$ cat src/rtl/scazator_serial_4biti_if.sv
// Start/busy/done handshake and operand/result bus for the bit-serial subtractor.
interface scazator_serial_4biti_if #(parameter int WIDTH = 4);
  logic             start;
  logic [WIDTH-1:0] i1;
  logic [WIDTH-1:0] i2;
  logic [WIDTH-1:0] dif;
  logic             bout;
  logic             busy;
  logic             done;

  modport master (output start, i1, i2, input dif, bout, busy, done);
  modport slave  (input start, i1, i2, output dif, bout, busy, done);
endinterface

$ cat src/rtl/scazator_serial_4biti.sv
// Bit-serial subtractor: dif = i1 - i2 (mod 2^WIDTH), bout = borrow, one bit per clock LSB first.
//
// state | meaning
// IDLE  | waiting for start
// RUN   | shifting one bit per cycle through the full-subtractor cell
// DONE  | result just published, done pulse high
module scazator_serial_4biti #(
  parameter int WIDTH = 4
) (
  input logic                  clk,
  input logic                  rst,
  scazator_serial_4biti_if.slave bus
);
  localparam int CW = (WIDTH > 1) ? $clog2(WIDTH) : 1;

  typedef enum logic [1:0] {IDLE, RUN, DONE} state_t;

  state_t           state;
  logic [WIDTH-1:0] a;
  logic [WIDTH-1:0] b;
  logic [WIDTH-1:0] res;
  logic             br;
  logic [CW-1:0]    cnt;
  logic [WIDTH-1:0] dif_q;
  logic             bout_q;
  logic             busy_q;
  logic             done_q;

  logic             d;
  logic             br_next;
  logic [WIDTH-1:0] res_next;

  always_comb begin
    d        = a[0] ^ b[0] ^ br;
    br_next  = (~a[0] & b[0]) | (~(a[0] ^ b[0]) & br);
    res_next = {d, res[WIDTH-1:1]};
  end

  always_ff @(posedge clk) begin
    if (rst) begin
      state  <= IDLE;
      a      <= '0;
      b      <= '0;
      res    <= '0;
      br     <= 1'b0;
      cnt    <= '0;
      dif_q  <= '0;
      bout_q <= 1'b0;
      busy_q <= 1'b0;
      done_q <= 1'b0;
    end else begin
      case (state)
        IDLE, DONE: begin
          done_q <= 1'b0;
          if (bus.start) begin
            a      <= bus.i1;
            b      <= bus.i2;
            br     <= 1'b0;
            cnt    <= '0;
            busy_q <= 1'b1;
            state  <= RUN;
          end else begin
            state  <= IDLE;
          end
        end
        RUN: begin
          res <= res_next;
          a   <= a >> 1;
          b   <= b >> 1;
          br  <= br_next;
          cnt <= cnt + 1'b1;
          // last bit: publish the full result together with the final borrow
          if (cnt == CW'(WIDTH - 1)) begin
            dif_q  <= res_next;
            bout_q <= br_next;
            busy_q <= 1'b0;
            done_q <= 1'b1;
            state  <= DONE;
          end
        end
        default: state <= IDLE;
      endcase
    end
  end

  assign bus.dif  = dif_q;
  assign bus.bout = bout_q;
  assign bus.busy = busy_q;
  assign bus.done = done_q;
endmodule

$ cat src/flat_wrapper.sv
// flat-port wrapper written by rule: the top's interface ports become plain ports
module scazator_serial_4biti_flat 
#(
  parameter int WIDTH = 4
)
  (clk, rst, bus_start, bus_i1, bus_i2, bus_dif, bus_bout, bus_busy, bus_done);
  scazator_serial_4biti_if #(.WIDTH(WIDTH)) bus_i ();
  input logic clk;
  input logic rst;
  input wire logic [$bits(bus_i.start)-1:0] bus_start;
  input wire logic [$bits(bus_i.i1)-1:0] bus_i1;
  input wire logic [$bits(bus_i.i2)-1:0] bus_i2;
  output wire logic [$bits(bus_i.dif)-1:0] bus_dif;
  output wire logic [$bits(bus_i.bout)-1:0] bus_bout;
  output wire logic [$bits(bus_i.busy)-1:0] bus_busy;
  output wire logic [$bits(bus_i.done)-1:0] bus_done;
  assign bus_i.start = bus_start;
  assign bus_i.i1 = bus_i1;
  assign bus_i.i2 = bus_i2;
  assign bus_dif = bus_i.dif;
  assign bus_bout = bus_i.bout;
  assign bus_busy = bus_i.busy;
  assign bus_done = bus_i.done;
  scazator_serial_4biti #(.WIDTH(WIDTH)) u_core (.clk(clk), .rst(rst), .bus(bus_i));
endmodule
$ cat config.mk
export PLATFORM = sky130hd
export DESIGN_NAME = scazator_serial_4biti_flat
export DESIGN_NICKNAME = d
export VERILOG_FILES = /design/src/rtl/scazator_serial_4biti_if.sv /design/src/rtl/scazator_serial_4biti.sv /design/src/flat_wrapper.sv
export SDC_FILE = /design/constraint.sdc
export NUM_CORES = 1
export LEC_CHECK = 0
export CAP_MARGIN = 0
export CORE_UTILIZATION = 49
export DETAILED_ROUTE_END_ITERATION = 10
export GPL_TIMING_DRIVEN = 0
export PLACE_DENSITY_LB_ADDON = 0.05
export SLEW_MARGIN = 15
export SYNTH_ARGS = -nofsm -noshare
export SYNTH_HDL_FRONTEND = slang
export SYNTH_SLANG_ARGS = --single-unit
$ cat constraint.sdc
create_clock -name clk -period 1.75 [get_ports clk]
set_clock_uncertainty 0.2 [all_clocks]
set_input_delay 0.525 -clock clk [delete_from_list [all_inputs] [get_ports clk]]
set_output_delay 0.525 -clock clk [all_outputs]
set_load 0.01 [all_outputs]
==> out/qor.yml <==
routing:
  antenna_left: 0
  remaining_drc_errors: 0
  wire_per_inst_um: 10.7
  via_per_inst: 5.10
  drt_wl_total_mm: 1.68
  num_vias: 795
  drtIter0Drc: 28
  drtPass1Iterations: 4
yosys:
  synth_area_leader_cell: "dfxtp_1"
  synthCells: 110
  yosys-top-cells-area: "dfxtp_1, nand2_1, a21oi_1"
  postSynthAreaPerCell_um2: 8.44
  synth-seq-cells: 23
  syn-num-nets: 123
  netlist_area_um2: 928
  synthDominantCellAreaShare_pct: 49.6
  yosysSeqAreaShare_pct: 49.6
  ys_types: 21
  synth_warnings: 0
clock_tree:
  htree_levels: 1
  cts_setup_buffers: 0
  cts_buffers: 3
  cts_tree: "built"
  cts_sinks: 23
  clk_latency_ns: 0.30
  clockRootBuffer: "clkbuf_4"
  clock_path_buffers: 2
  postCtsHoldBufs: 0
  clk_pin_slew_ns: 0.12
grt:
  grt_max_degree: 14
  grt_pass1_wl_mm: 2.86
  antenna_found_initial: 0
  grt_pass1_vias: 687
  grt_overflow: 0
  track_usage_pct: 18.9
critical_path:
  crit_arrival_ns: 0.91
  cp-startpoint: "u_core.bus.dif[2]$_SDFFE_PP0P_"
  path_buf_inv: 1
  startpoint_type: "register"
  cpMaxStageDelayCell: "dfxtp_1"
  cp-end-kind: "output pin"
  crit_required_ns: 1.02
  cp_max_fo: 2
  r2r_start: "u_core.cnt[0]$_SDFFE_PP0P_"
  slowest_delay_ns: 0.35
  criticalPathCategory: "register to output pin"
  crit_chain: "dlygate4sd2_1"
  critPathTopFamily: "flip-flops"
finish:
  drive_gt1_share_pct: 8.40
  nFillCells: 165
  antennaDiodeCount: 0
  layout_common_cells: "nand2_1, dfxtp_1, a21oi_1"
  areaGrowthSynthToFinish_pct: 23.7
  fin_area_um2: 1150
  utilization_pct: 65.8
  layout_commonest_cell: "nand2_1"
  nets: 145
floorplan:
  start_util_pct: 53.2
  die_h_um: 45.5
  io_pins: 18
  die-area_um2: 2070
  std_cell_rows: 15
  die_w_um: 45.5
  fp.coreArea_um2: 1750
placed_design:
  place_ws_ns: -0.203
  io_buffers: 17
  dpl_cell_area_um2: 1130
  hpwlAfterDp_mm: 1.24
  gp_congestion: 0.756
timing:
  hold_viol: 0
  max-slew-margin-rel_pct: 65.9
  min_period_ns: 1.64
  clock.fmax_mhz: 611
  rsz0062_at_grt: "false"
  setup_viol: 0
  worst_slack_ns: 0.113
  maxSlewViolCount: 0
  fin_crit_sh_pct: 93.6
  tightest_slew_ns: 0.511
pwr:
  finalPower_uw: 928
  vdd_ir_drop_max_mv: 0.566
  power.density_nw_per_um2: 808
  p_leak_uw: 0.000449
run:
  cap_viol_max_count: 0
outcome:
  outcome: "complete, no violations"
hold_path:
  hold_class: "register to register"
  hp-start: "u_core.bus.dif[3]$_SDFFE_PP0P_"
-- where the power goes --
group / leakage [uW] / switching, uW / internal, uW / total (uW)
clock: 0.0000177 / 146 / 85.1 / 231
sequential: 0.000188 / 15.9 / 550 / 566
combinational: 0.000244 / 68.5 / 63.3 / 132
-- state kept, by name, indices dropped and copies added, names as in the netlist --
register         count
u_core.bus.busy      1
u_core.res           3
u_core.bus.dif       4
u_core.bus.done      1
u_core.state         2
u_core.bus.bout      1
u_core.cnt           2
u_core.a             4
u_core.b             4
u_core.br            1
-- synthesized netlist by cell type --
cell and count:
buf_2 4, buf_4 1, a311oi_2 1, clkbuf_1 2, nand2_1 25, dfxtp_1 23, and2b_1 1, nor2b_1 1
a21oi_1 15, nand3_1 9, nor2_1 9, nand2b_1 3, nor3b_1 1, ha_1 1, nand3b_1 1, buf_6 1
o21a_1 1, or2b_1 1, inv_1 3, fa_1 1, a311oi_1 6
-- routing by layer --
layer / share of wire (%) / GRT usage, %
met4: 0.72 / 9.09
met5: 0 / 0
met1: 47 / 25.6
met3: 4.9 / 2.38
met2: 47 / 29.7
-- path summary, 6_finish.rpt --
kind,cells after the start,end,slack [ns]
worst max-delay path,1,bus_dif[2],0.11
worst min-delay path,2,u_core.bus.dif[3]$_SDFFE_PP0P_,0.26
worst min register to register,2,u_core.bus.dif[3]$_SDFFE_PP0P_,0.26
worst max register to register,5,u_core.bus.busy$_SDFFE_PP0P_,0.25
-- cell type report --
cell class                 instances  area (um2)  share of cell area (%)
inverter                           3        11.3                   0.980
timing repair buffer              17         161                    14.1
buffer                             8        46.3                    4.03
sequential                        23         460                    40.1
clock buffer                       3        22.5                    1.96
clock inverter                     1        5.00                   0.436
tap                               25        31.3                    2.72
multi-input combinational         76         410                    35.7
-- kinds of logic after synthesis --
group | count (synthesis) | synth area share (%)
simple gates | 51 | 24.5
buf+inv | 11 | 6.20
fa+ha+maj | 2 | 3.50
compound gates | 23 | 16.2
flops | 23 | 49.6
-- through the flow --
stage | cells | TNS, ns | hold WS [ns]
global placement | 152 | -3.68 | 0.243
floorplan | 110 | 0 | 0.237
CTS | 156 | 0 | 0.263
global route | 156 | 0 | 0.280
finish | 156 | 0 | 0.260
detailed placement | 152 | -3.93 | 0.248
-- what timing repair did --
| item | CTS | global route |
|---|---|---|
| resized for setup | 7 | 0 |
| endpoints found under the hold margin | 0 | 0 |
| setup endpoints to repair | 7 | 0 |
Note: power is estimated with default switching activity, not from simulation.
